===== config.mk =====
export PLATFORM = sky130hd
export DESIGN_NAME = mem_bus_responder_flat
export DESIGN_NICKNAME = d
export VERILOG_FILES = /design/src/rtl/mem_bus_responder_pkg.sv /design/src/rtl/mem_bus_responder_if.sv /design/src/rtl/mem_bus_responder_byte_array.sv /design/src/rtl/mem_bus_responder.sv /design/src/flat_wrapper.sv
export SDC_FILE = /design/constraint.sdc
export NUM_CORES = 2
export LEC_CHECK = 0
export CAP_MARGIN = 20
export CORE_ASPECT_RATIO = 1.25
export CORE_MARGIN = 5
export CORE_UTILIZATION = 40
export DETAILED_ROUTE_END_ITERATION = 10
export GPL_ROUTABILITY_DRIVEN = 0
export GPL_TIMING_DRIVEN = 0
export REMOVE_ABC_BUFFERS = 1
export SLEW_MARGIN = 20
export SYNTH_ARGS = -nofsm -noshare
export SYNTH_HDL_FRONTEND = slang
export SYNTH_SLANG_ARGS = --single-unit

===== constraint.sdc =====
create_clock -name clk -period 4.7 [get_ports clk]
set_input_delay 0.705 -clock clk [delete_from_list [all_inputs] [get_ports clk]]
set_output_delay 0.705 -clock clk [all_outputs]
set_load 0.01 [all_outputs]

===== src/rtl/mem_bus_responder_pkg.sv =====
// Shared types, constants and helpers for the memory bus responder.
// Used by mem_bus_responder; the optional feature macro is MEM_BUS_RESPONDER_BYTE_EN.
package mem_bus_pkg;

  // Responder FSM states
  typedef enum logic [1:0] {
    IDLE = 2'd0,
    WAIT = 2'd1,
    RESP = 2'd2
  } state_t;

  localparam int WORD_BYTES = 4;

  // Low address bits that must be zero for a word access
  localparam logic [31:0] ADDR_OFFSET_MASK = 32'(WORD_BYTES - 1);

  // Misaligned or beyond the end of the store. There is no wrap-around:
  // any address at or above depth is rejected.
  function automatic logic is_bad_addr(input logic [31:0] addr, input logic [31:0] depth);
    return ((addr & ADDR_OFFSET_MASK) != 32'd0) || (addr >= depth);
  endfunction

endpackage


===== src/rtl/mem_bus_responder_if.sv =====
// Request/response bus between the core load/store path and the memory responder.
// The req_be lane-enable signal exists only when MEM_BUS_RESPONDER_BYTE_EN is defined.
//
// Handshake: a request transfers at a rising edge where req_valid && req_ready.
// The requester holds req_* stable until that edge; nothing is queued while
// req_ready is low. rsp_valid is a single-cycle pulse; rsp_rdata and rsp_err
// are meaningful only while rsp_valid is high and are 0 otherwise.
interface mem_bus_responder_if;
  logic        req_valid;
  logic        req_write;
  logic [31:0] req_addr;
  logic [31:0] req_wdata;
`ifdef MEM_BUS_RESPONDER_BYTE_EN
  logic [3:0]  req_be;
`endif
  logic        req_ready;
  logic        rsp_valid;
  logic [31:0] rsp_rdata;
  logic        rsp_err;

`ifdef MEM_BUS_RESPONDER_BYTE_EN
  modport master (
    output req_valid, req_write, req_addr, req_wdata, req_be,
    input  req_ready, rsp_valid, rsp_rdata, rsp_err
  );
  modport slave (
    input  req_valid, req_write, req_addr, req_wdata, req_be,
    output req_ready, rsp_valid, rsp_rdata, rsp_err
  );
`else
  modport master (
    output req_valid, req_write, req_addr, req_wdata,
    input  req_ready, rsp_valid, rsp_rdata, rsp_err
  );
  modport slave (
    input  req_valid, req_write, req_addr, req_wdata,
    output req_ready, rsp_valid, rsp_rdata, rsp_err
  );
`endif
endinterface


===== src/rtl/mem_bus_responder_byte_array.sv =====
// Four-lane byte RAM. Lane i holds byte i of every word (little-endian), so a
// word-aligned access touches one entry in each lane. Synchronous per-lane write,
// combinational read of the addressed word.
module mem_byte_array #(
  parameter int WORDS = 64,
  parameter int WIW   = 6
) (
  input  logic           clk,
  input  logic [WIW-1:0] word_idx,
  input  logic [3:0]     lane_we,
  input  logic [31:0]    wdata,
  output logic [31:0]    rdata
);

  for (genvar g = 0; g < 4; g++) begin : g_lane
    logic [7:0] lane_mem [WORDS];

    // Write the enabled lane at the clock edge; contents are never cleared
    always_ff @(posedge clk) begin
      if (lane_we[g]) lane_mem[word_idx] <= wdata[8*g +: 8];
    end

    assign rdata[8*g +: 8] = lane_mem[word_idx];
  end

endmodule


===== src/rtl/mem_bus_responder.sv =====
// Handshaked memory responder: one word request at a time, fixed latency
// RD_LATENCY from acceptance to a one-cycle response pulse. Stores commit at
// the acceptance edge; load data is captured at acceptance and presented in RESP.
// Optional byte-lane stores: MEM_BUS_RESPONDER_BYTE_EN.
module mem_bus_responder
  import mem_bus_pkg::*;
#(
  parameter int DEPTH_BYTES = 256,
  parameter int RD_LATENCY  = 1
) (
  input  logic                 clk,
  input  logic                 reset,
  mem_bus_responder_if.slave   bus,
  output state_t               dbg_state
);

  localparam int AW       = $clog2(DEPTH_BYTES);
  localparam int WORDS    = DEPTH_BYTES / WORD_BYTES;
  localparam int WIW      = (WORDS > 1) ? $clog2(WORDS) : 1;
  localparam int CW       = $clog2(RD_LATENCY + 1) + 1;
  localparam int CNT_LOAD = (RD_LATENCY > 1) ? RD_LATENCY - 2 : 0;

  state_t          state_q;
  state_t          state_d;
  logic [CW-1:0]   cnt_q;
  logic [31:0]     rsp_data_q;
  logic            rsp_err_q;

  logic            accept;
  logic            bad_addr;
  logic [AW-1:0]   byte_off;
  logic [WIW-1:0]  word_idx;
  logic [3:0]      store_be;
  logic [3:0]      lane_we;
  logic [31:0]     arr_rdata;

  logic            rsp_on;
  logic            req_ready_c;
  logic [31:0]     rsp_rdata_c;
  logic            rsp_err_c;

  // Only the low address bits index the array; the rest feed the range check
  assign byte_off = bus.req_addr[AW-1:0];
  assign word_idx = WIW'(byte_off >> 2);
  assign bad_addr = is_bad_addr(bus.req_addr, 32'(DEPTH_BYTES));
  assign accept   = bus.req_valid && req_ready_c;

`ifdef MEM_BUS_RESPONDER_BYTE_EN
  assign store_be = bus.req_be;
`else
  assign store_be = 4'hF;
`endif

  // Erroneous requests never touch the array
  assign lane_we = (accept && bus.req_write && !bad_addr) ? store_be : 4'h0;

  mem_byte_array #(
    .WORDS (WORDS),
    .WIW   (WIW)
  ) u_array (
    .clk      (clk),
    .word_idx (word_idx),
    .lane_we  (lane_we),
    .wdata    (bus.req_wdata),
    .rdata    (arr_rdata)
  );

  // State register
  always_ff @(posedge clk) begin
    if (reset) state_q <= IDLE;
    else       state_q <= state_d;
  end

  // Next-state logic
  always_comb begin
    state_d = state_q;
    unique case (state_q)
      IDLE:    if (accept) state_d = (RD_LATENCY == 1) ? RESP : WAIT;
      WAIT:    if (cnt_q == '0) state_d = RESP;
      RESP:    state_d = IDLE;
      default: state_d = IDLE;
    endcase
  end

  // Latency counter: loaded on acceptance, counts down while waiting
  always_ff @(posedge clk) begin
    if (reset) begin
      cnt_q <= '0;
    end else if (accept && (RD_LATENCY > 1)) begin
      cnt_q <= CW'(CNT_LOAD);
    end else if ((state_q == WAIT) && (cnt_q != '0)) begin
      cnt_q <= cnt_q - CW'(1);
    end
  end

  // Response registers: load data and error flag captured at acceptance
  always_ff @(posedge clk) begin
    if (reset) begin
      rsp_data_q <= '0;
      rsp_err_q  <= 1'b0;
    end else if (accept) begin
      rsp_data_q <= (!bus.req_write && !bad_addr) ? arr_rdata : 32'd0;
      rsp_err_q  <= bad_addr;
    end
  end

  // Outputs: ready only in IDLE outside reset; response fields only in RESP
  always_comb begin
    req_ready_c = (state_q == IDLE) && !reset;
    rsp_on      = (state_q == RESP) && !reset;
    rsp_rdata_c = rsp_on ? rsp_data_q : 32'd0;
    rsp_err_c   = rsp_on && rsp_err_q;
  end

  assign bus.req_ready = req_ready_c;
  assign bus.rsp_valid = rsp_on;
  assign bus.rsp_rdata = rsp_rdata_c;
  assign bus.rsp_err   = rsp_err_c;
  assign dbg_state     = state_q;

endmodule


===== src/flat_wrapper.sv =====
// flat-port wrapper written by rule: the top's interface ports become plain ports
module mem_bus_responder_flat import mem_bus_pkg::*;
#(
  parameter int DEPTH_BYTES = 256,
  parameter int RD_LATENCY  = 1
)
  (clk, reset, dbg_state, bus_req_valid, bus_req_write, bus_req_addr, bus_req_wdata, bus_req_ready, bus_rsp_valid, bus_rsp_rdata, bus_rsp_err);
  mem_bus_responder_if bus_i ();
  input  logic clk;
  input  logic reset;
  output state_t dbg_state;
  input wire logic [$bits(bus_i.req_valid)-1:0] bus_req_valid;
  input wire logic [$bits(bus_i.req_write)-1:0] bus_req_write;
  input wire logic [$bits(bus_i.req_addr)-1:0] bus_req_addr;
  input wire logic [$bits(bus_i.req_wdata)-1:0] bus_req_wdata;
  output wire logic [$bits(bus_i.req_ready)-1:0] bus_req_ready;
  output wire logic [$bits(bus_i.rsp_valid)-1:0] bus_rsp_valid;
  output wire logic [$bits(bus_i.rsp_rdata)-1:0] bus_rsp_rdata;
  output wire logic [$bits(bus_i.rsp_err)-1:0] bus_rsp_err;
  assign bus_i.req_valid = bus_req_valid;
  assign bus_i.req_write = bus_req_write;
  assign bus_i.req_addr = bus_req_addr;
  assign bus_i.req_wdata = bus_req_wdata;
  assign bus_req_ready = bus_i.req_ready;
  assign bus_rsp_valid = bus_i.rsp_valid;
  assign bus_rsp_rdata = bus_i.rsp_rdata;
  assign bus_rsp_err = bus_i.rsp_err;
  mem_bus_responder #(.DEPTH_BYTES(DEPTH_BYTES), .RD_LATENCY(RD_LATENCY)) u_core (.clk(clk), .reset(reset), .bus(bus_i), .dbg_state(dbg_state));
endmodule

==> flow_metrics.env <==
export IMPL_grt_ovfl_total=0
export IMPL_die_area_sq_mm=0.207
export IMPL_cp_data_required_time_ps=5240
export IMPL_synth_top_family_by_area="multiplexers"
export IMPL_cp_max_fo=11
export IMPL_cellLeakagePower_uw=0.0291
export IMPL_maxCapViolCount=0
export IMPL_irDropWorstVdd_mv=0.381
export IMPL_antenna_found_initial=25
export IMPL_arrival_ps=5150
export IMPL_endpoint_kind="flip-flop"
export IMPL_grt_util_all_layers_pct=24.7
export IMPL_synth_seq_area_share_pct=78.4
export IMPL_dp_slack_ps=-1160
export IMPL_grtUsageMet3_pct=5.92
export IMPL_initial_core_util_pct=40.3
export IMPL_synth_area_sq_mm=0.0793
export IMPL_r2r_slack_ps=440
export IMPL_drive_gt1_share_pct=22.1
export IMPL_layout_setup_ws_ps=95.7
export IMPL_first_iter_violations=6572
export IMPL_cts_tree="built"
export IMPL_rsz0062_at_grt="false"
export IMPL_yosysWarnings=0
export IMPL_timing_final_crit_share_pct=98.0
export IMPL_dpl_hpwl_um=166000
export IMPL_worst_pin_slew_ps=1300
export IMPL_rows=182
export IMPL_start_kind="input port"
export IMPL_synth_simple_area_share_pct=2.52
export IMPL_min_period_ps=4600
export IMPL_core_region_area_sq_mm=0.197
export IMPL_hold_path_class="input port to flip-flop"
export IMPL_grt_pass1_wl_um=358000
export IMPL_cts_max_level=4
export IMPL_timing_hold_ws_ps=89.9
export IMPL_cts_inserted_buffers=190
export IMPL_avgSynthCellArea_sq_um=19.3
export IMPL_area_growth_syn_to_layout_pct=18.7
export IMPL_grt_use_met1_pct=31.8
export IMPL_grt_pass1_vias=43700
export IMPL_relSlewSlack_pct=11.0
export IMPL_fillCellCount=15800
export IMPL_synthAdderAreaFrac_pct=0
export IMPL_muxShareOfSynthArea_pct=10.1
export IMPL_postSynthCellCount=4119
export IMPL_port_buffers=103
export IMPL_cts_root_buf="clkbuf_16"
export IMPL_die_h_um=508
export IMPL_finalHoldViolations=0
export IMPL_pin_count=105
export IMPL_setup_viol_count_final=0
export IMPL_critPathKind="input port to flip-flop"
export IMPL_num_vias=45300
export IMPL_via_per_inst=6.36
export IMPL_power_density_mw_per_mm2=398
export IMPL_synth_edff_count=2048
export IMPL_synth_compound_area_share_pct=7.41
export IMPL_fin_worst_skew_ps=32.9
export IMPL_firstDrtPassIters=8
export IMPL_drt_antenna_violating_nets=0
export IMPL_wl_um=263000
export IMPL_grt_use_met2_pct=38.5
export IMPL_grt_max_degree=89
export IMPL_finalNetCount=4450
export IMPL_dieWidth_um=408
export IMPL_outcome="complete, no violations"
export IMPL_cts_buffer_depth=3
export IMPL_synth_xor_area_share_pct=0
export IMPL_synth_async_reset_ratio_pct=0
export IMPL_ys_ff_latch=2082
export IMPL_stdcell_count=7129
export IMPL_dpl_cell_count=6743
export IMPL_clk_pin_slew_ps=60
export IMPL_cts_sinks=2082
export IMPL_synth_cell_types=60
export IMPL_fmax_ghz=0.217
export IMPL_drcViolationCount=0
export IMPL_final_cell_mix="edfxtp_1 (2,048), mux4_2 (252), o22ai_1 (233)"
export IMPL_final_common_cell="edfxtp_1"
export IMPL_slew_violations=0
export IMPL_clkLatencyLatePin_ps=850
export IMPL_wl_per_cell_um=36.9
export IMPL_grt_busiest_layer="met2"
export IMPL_ys_flop_type="edfxtp_1"
flip-flops by register name (all words and copies together), names as in the netlist:
signal and cells:
u_core.u_array.g_lane.lane_mem 2048, u_core.rsp_data_q 32, u_core.dbg_state 1, u_core.rsp_err_q 1
cell type report:
| type | instances | area [sq um] | share of cell area [%] |
|---|---|---|---|
| well taps | 2576 | 3220 | 3.42 |
| repair buffers | 347 | 6120 | 6.50 |
| multi-input cells | 1750 | 16600 | 17.6 |
| inverters | 11 | 56.3 | 0.0598 |
| clock buffers | 251 | 5140 | 5.46 |
| clock inverters | 102 | 779 | 0.828 |
| diodes | 10 | 25.0 | 0.0266 |
| flip-flops and latches | 2082 | 62200 | 66.1 |
kinds of logic (layout without fill, tap and decap cells):
family | count (synthesis) | count (layout)
mux | 472 | 472
compound gates | 844 | 844
buf+inv | 287 | 711
simple gates | 433 | 433
other cells | 1 | 11
flops | 2082 | 2082
layer usage:
metal | wire (um) | share of wire (%)
met5 | 48 | 0.018
met4 | 16800 | 6.4
met3 | 28500 | 11
met2 | 122000 | 47
met1 | 95000 | 36
worst max-delay path, stage by stage:
cell and delay, ps:
clkdlybuf4s50_1 690, nor2_1 250, nand2_1 290, inv_1 240
nand4_1 290, nor3_4 510, and3_1 330, nand2_1 550
nor2_4 680, buf_16 230, buf_16 180, buf_16 170
per-stage QoR:
step	area [sq um]	TNS (ps)	total power, uW	util, %
3_5_place_dp	88000	-1355500	22700	44.7
3_3_place_gp	82400	-	23500	41.8
4_1_cts	93900	0	37500	47.7
6_report	94100	0	37400	47.8
5_1_grt	94100	0	38400	47.8
2_1_floorplan	78100	0	21400	-
worst paths after layout:
kind,depth (start not counted),endpoint,from
hold / removal,1,u_core.u_array.g_lane[1].lane_mem[4][1],bus_req_wdata[9]
setup reg to reg,11,u_core.u_array.g_lane[2].lane_mem[53][1],u_core.dbg_state[1]
setup / recovery,12,u_core.u_array.g_lane[2].lane_mem[53][1],reset
hold reg to reg,1,u_core.rsp_data_q[8],u_core.rsp_data_q[8]
power by group:
part	internal [uW]	total [uW]	switching (uW)
clock network	8320	15100	6750
registers	20400	20400	3.47
logic	622	1980	1360
total	29300	37400	8110
synthesized netlist by cell type, types with 28 or more instances:
master    number  share of area [%]
clkbuf_1     133               0.63
nand2_1      145               0.69
mux2i_1      102                1.3
o21ai_0      129               0.81
a211oi_1      40               0.38
buf_2        100               0.63
nand3_1       28               0.18
mux4_2       252                7.2
nor2_1       131               0.62
mux2_2       118                1.7
a21oi_1       89               0.56
o221ai_1     140                1.5
o22ai_1      234                1.8
edfxtp_1    2048                 78
and2_1        35               0.28
buf_1         29               0.14
dfxtp_1       34               0.86
a22oi_1       32               0.30
repair_timing:
action                                  CTS  global route
pin swaps                                 0            13
buffers inserted                          0            22
gates resized for setup                   1             1
endpoints found under the setup margin  331           447
hold buffers                              0             0
(Power assumes the default switching activity.)
